[src/rtl/vadd_accum_disp.sv]
// vadd_accum_disp: strobed add/sub accumulator with sticky overflow and a
// multiplexed active-low seven-segment hex display scanner.
module vadd_accum_disp #(
  parameter int WIDTH    = 8,
  parameter int SCAN_DIV = 50000
) (
  input  logic               clk,
  input  logic               rst_n,
  input  logic [WIDTH-1:0]   a,
  input  logic               add_stb,
  input  logic               mode,
  input  logic               clr,
  output logic [WIDTH-1:0]   sum,
  output logic               oflow,
  output logic [6:0]         seg_L,
  output logic [WIDTH/4-1:0] an_L
);
  localparam int DIGITS = WIDTH / 4;
  localparam int IW = DIGITS > 1 ? $clog2(DIGITS) : 1;
  localparam int PW = SCAN_DIV > 1 ? $clog2(SCAN_DIV) : 1;

  logic [WIDTH-1:0]  acc_q, acc_d, shifted;
  logic              oflow_q, oflow_d, stb_q, stb_d, rise, tc;
  logic [PW-1:0]     pre_q, pre_d;
  logic [IW-1:0]     idx_q, idx_d;
  logic [6:0]        seg_q, seg_d;
  logic [DIGITS-1:0] an_q, an_d;
  logic [WIDTH:0]    r;

  function automatic logic [6:0] hex7(input logic [3:0] n);
    case (n)
      4'h0: hex7 = 7'b1000000;
      4'h1: hex7 = 7'b1111001;
      4'h2: hex7 = 7'b0100100;
      4'h3: hex7 = 7'b0110000;
      4'h4: hex7 = 7'b0011001;
      4'h5: hex7 = 7'b0010010;
      4'h6: hex7 = 7'b0000010;
      4'h7: hex7 = 7'b1111000;
      4'h8: hex7 = 7'b0000000;
      4'h9: hex7 = 7'b0010000;
      4'hA: hex7 = 7'b0001000;
      4'hB: hex7 = 7'b0000011;
      4'hC: hex7 = 7'b1000110;
      4'hD: hex7 = 7'b0100001;
      4'hE: hex7 = 7'b0000110;
      default: hex7 = 7'b0001110;
    endcase
  endfunction

  always_comb begin
    r        = mode ? {1'b0, acc_q} - {1'b0, a} : {1'b0, acc_q} + {1'b0, a};
    rise     = add_stb & ~stb_q;
    acc_d    = clr ? '0 : rise ? r[WIDTH-1:0] : acc_q;
    oflow_d  = clr ? 1'b0 : oflow_q | (rise & r[WIDTH]);
    stb_d    = add_stb;
    tc       = pre_q == PW'(SCAN_DIV - 1);
    pre_d    = tc ? '0 : pre_q + PW'(1);
    idx_d    = tc ? (idx_q == IW'(DIGITS - 1) ? '0 : idx_q + IW'(1)) : idx_q;
    // Display samples the current digit so segments and anode move together
    shifted  = acc_q >> {idx_q, 2'b00};
    seg_d    = hex7(shifted[3:0]);
    an_d     = ~(DIGITS'(1) << idx_q);
  end

  always_ff @(posedge clk) begin
    if (!rst_n) begin
      acc_q   <= '0;
      oflow_q <= 1'b0;
      stb_q   <= 1'b0;
      pre_q   <= '0;
      idx_q   <= '0;
      an_q    <= ~DIGITS'(1);
      seg_q   <= 7'b1000000;
    end else begin
      acc_q   <= acc_d;
      oflow_q <= oflow_d;
      stb_q   <= stb_d;
      pre_q   <= pre_d;
      idx_q   <= idx_d;
      an_q    <= an_d;
      seg_q   <= seg_d;
    end
  end

  assign sum   = acc_q;
  assign oflow = oflow_q;
  assign seg_L = seg_q;
  assign an_L  = an_q;
endmodule
[config.mk]
export PLATFORM = sky130hd
export DESIGN_NAME = vadd_accum_disp
export DESIGN_NICKNAME = d
export VERILOG_FILES = /design/src/rtl/vadd_accum_disp.sv
export SDC_FILE = /design/constraint.sdc
export NUM_CORES = 1
export LEC_CHECK = 0
export CORE_AREA = 3 3 66 68
export CTS_BUF_LIST = sky130_fd_sc_hd__clkbuf_8
export CTS_CLUSTER_SIZE = 14
export DETAILED_ROUTE_END_ITERATION = 6
export DIE_AREA = 0 0 69 71
export PLACE_DENSITY = 0.85
export SKIP_LAST_GASP = 1
export SYNTH_ARGS = -nofsm -noshare
export SYNTH_HDL_FRONTEND = slang
export SYNTH_SLANG_ARGS = --single-unit
[constraint.sdc]
create_clock -name clk -period 2.5 [get_ports clk]
set_input_delay 0.375 -clock clk [delete_from_list [all_inputs] [get_ports clk]]
set_output_delay 0.375 -clock clk [all_outputs]
set_load 0.01 [all_outputs]
==> metrics.md <==
| Metric | Value |
|---|---|
| Slew margin rel. | 55.7% |
| Part of the power in registers | 45.4% |
| # rows | 23 |
| Syn avg cell area | 8.50 sq um |
| Final core utilization | 70.4% |
| Top-count cell post-synth | dfxtp_1 |
| GPL Wtd Cong | 0.856 |
| Leak | 1.09 nW |
| Max_cap viols | 0 |
| Post-synth top area cell | dfxtp_1 |
| WP data required | 2.73 ns |
| Clk sinks | 36 |
| RSZ-0062 raised after global routing | false |
| Net Count, Synth | 277 |
| Worst-margin pin slew | 0.646 ns |
| Tcrit/Tclk final | 93.6% |
| Clock-pin slew on the worst setup and hold paths | 0.07 ns |
| Initial antenna violation count | 0 |
| Final Skew | 0.00479 ns |
| Wirelength per Cell | 14.5 um |
| Slew Viols, Final | 0 |
| Post-route ant nets | 0 |
| Top cells by count, synth | dfxtp_1, nor2_1, nand2_1 |
| Switching share of total power | 26.5% |
| Run status | finished clean |
| Post-synth top area share | 34.5% |
| Power Internal | 0.982 mW |
| Core Region | 0.00391 sq mm |
| CTS buffer count | 5 |
| Async SR Flop Fraction | 0% |
| Final setup vio count | 0 |
| CP arrival | 2.57 ns |
| Crit Path Class | in2reg |
| First drt pass iteration count | 4 |
| Layout Nets | 331 |
| Hold Crit Endpoint | pre_q[0]$_SDFF_PP0_ |
| Final min period | 2.34 ns |
| Reg2reg end | seg_L[3]$_SDFF_PN0_ |
| Hold_sp | pre_q[0]$_SDFF_PP0_ |
| Power density cells | 485 mW/mm^2 |
| Critical Path Fanout Max | 3 |
| Synth area leaders | dfxtp_1, ha_1, xnor2_1 |
| R2r worst-path depth | 6 |
| Mean number of vias per cell | 5.75 |
| First-pass GRT wire length | 8460 um |
| Layout area overhead | 31.8% |
| Post-CTS Hold Buffers | 0 |
| WHS | 0.476 ns |
| Largest net degree at the start of global routing | 17 |
| Die Area | 0.00490 sq mm |
| Startpoint types | input port |
| Routed wire length | 5060 um |
| Reg2reg setup slack | 0.41 ns |
| Clock share of power | 32.9% |
| Seq cells post-synth | 36 |
| CTS tree | yes |
| Crit. End Element | flop |
| Synth warn | 0 |
| IO buf count | 30 |
| CTS max path bufs | 2 |
| DR vias | 2014 |
| Detailed placer's ending HPWL | 3590 um |
| Min-Delay Path Depth | 1 |
| Most used DFF post-synth | dfxtp_1 |
| 1st-iter DRT viols | 99 |
| Peak VDD IR | 0.481 mV |
| Die Span Y | 71 um |
| HP Class | reg2reg |
| Cell variety after synth | 45 |
| Number of flops mapped to enable cells by yosys | 0 |
| Final hold vios | 0 |
| Sw power | 0.355 mW |
| N_diodes | 0 |
| Logic pwr share | 21.7% |
| Vias in the first global route | 1846 |
| Ratio of cells with drive above 1 in the final layout | 16.0% |
| Cell Area, Synth | 0.00209 sq mm |
| Fmax | 427 MHz |
| Gr usage total | 20.6% |
| Initial Util | 53.4% |
| Post-Synthesis Cells | 246 |
| Insertion delay to the later sink of the worst-skew pair | 0.29 ns |
| Sequential element share of the synthesized area | 34.5% |
| Die W | 69 um |
| Ports | 31 |
| H-tree levels | 2 |
| DRC | 0 |
| Total gr overflow | 0 |
| Root Buffer | clkbuf_8 |
| Worst R2R Start | idx_q$_SDFFE_PN0P_ |
-- through the flow --
step / instances / setup TNS, ns / area, sq um / power, mW / setup WS [ns]
2_1_floorplan: 246 / 0 / 2090 / 0.761 / 0.236
3_3_place_gp: 340 / -0.732 / 2570 / 0.871 / -0.222
3_5_place_dp: 340 / -1.09 / 2570 / 0.877 / -0.343
4_1_cts: 347 / 0 / 2670 / 1.31 / 0.0564
5_1_grt: 350 / 0 / 2760 / 1.40 / 0.0114
6_report: 350 / 0 / 2760 / 1.34 / 0.159
-- worst max-delay path by stage --
stage / startpoint / depth (start not counted) / to / slack (ns)
after floorplan: a[3] / 9 / oflow$_SDFF_PP0_ / 0.24
after global placement: a[3] / 10 / oflow$_SDFF_PP0_ / -0.22
after detailed placement: a[3] / 10 / oflow$_SDFF_PP0_ / -0.34
after CTS: a[0] / 9 / oflow$_SDFF_PP0_ / 0.06
after global routing: a[3] / 10 / oflow$_SDFF_PP0_ / 0.01
final: a[3] / 10 / oflow$_SDFF_PP0_ / 0.16
-- registers in the layout (all words and copies together), names as in the netlist --
name and count:
pre_q 16, oflow 1, idx_q 1, an_L 2, stb_q 1, seg_L 7
sum 8
-- cell families after synthesis --
| family | synth area share [%] |
|---|---|
| simple gates | 23.6 |
| compound gates | 15.0 |
| flops | 34.5 |
| xor+xnor | 8.38 |
| fa+ha+maj | 11.1 |
| buf+inv | 3.35 |
| mux | 4.01 |
-- cell type report --
cell class | count | area, sq um
clock buffers | 7 | 96.3
repair buffers | 52 | 473
well taps | 50 | 62.6
flip-flops and latches | 36 | 721
inverters | 11 | 41.3
multi-input cells | 194 | 1360
fillers | 312 | 1160
-- layer usage --
layer | GRT usage, % | vias up | wire length, um
li1 | - | 991 | -
met1 | 26.4 | 965 | 2210
met2 | 35.5 | 52 | 2590
met3 | 3.98 | 6 | 196
met4 | 5.64 | 0 | 68
met5 | 0 | - | 0
-- critical path, stage by stage --
cell             delay [ns]
clkdlybuf4s50_1        0.43
nor2_2                 0.13
nor4b_4                0.23
a21oi_1                0.12
xnor2_1                0.15
ha_1                   0.33
a21oi_2                0.15
o21ai_1                0.10
or4_1                  0.48
nand3_1                0.09
-- power by group through the flow --
stage	Combinational (mW)	Sequential (mW)	Clock, mW
final	0.289	0.607	0.440
after global routing	0.318	0.610	0.470
after CTS	0.260	0.607	0.447
after detailed placement	0.257	0.620	0
after global placement	0.252	0.619	0
after floorplan	0.139	0.622	0
-- what timing repair did --
action | 4_1_cts | 5_1_grt
gates resized for setup | 1 | 18
pin swaps | 0 | 5
gates cloned | 0 | 0
endpoints found under the setup margin | 1 | 4
buffers inserted | 0 | 3
-- cell usage in the layout (no fill, tap or decap), drive strengths merged, types with 11 or more instances in the layout --
cell	count
a21oi	17
buf	22
clkdlybuf4s50	27
dfxtp	36
ha	17
inv	11
nand2	22
nand3	11
nor2	33
xnor2	16
Note: power is estimated with default switching activity, not from simulation.
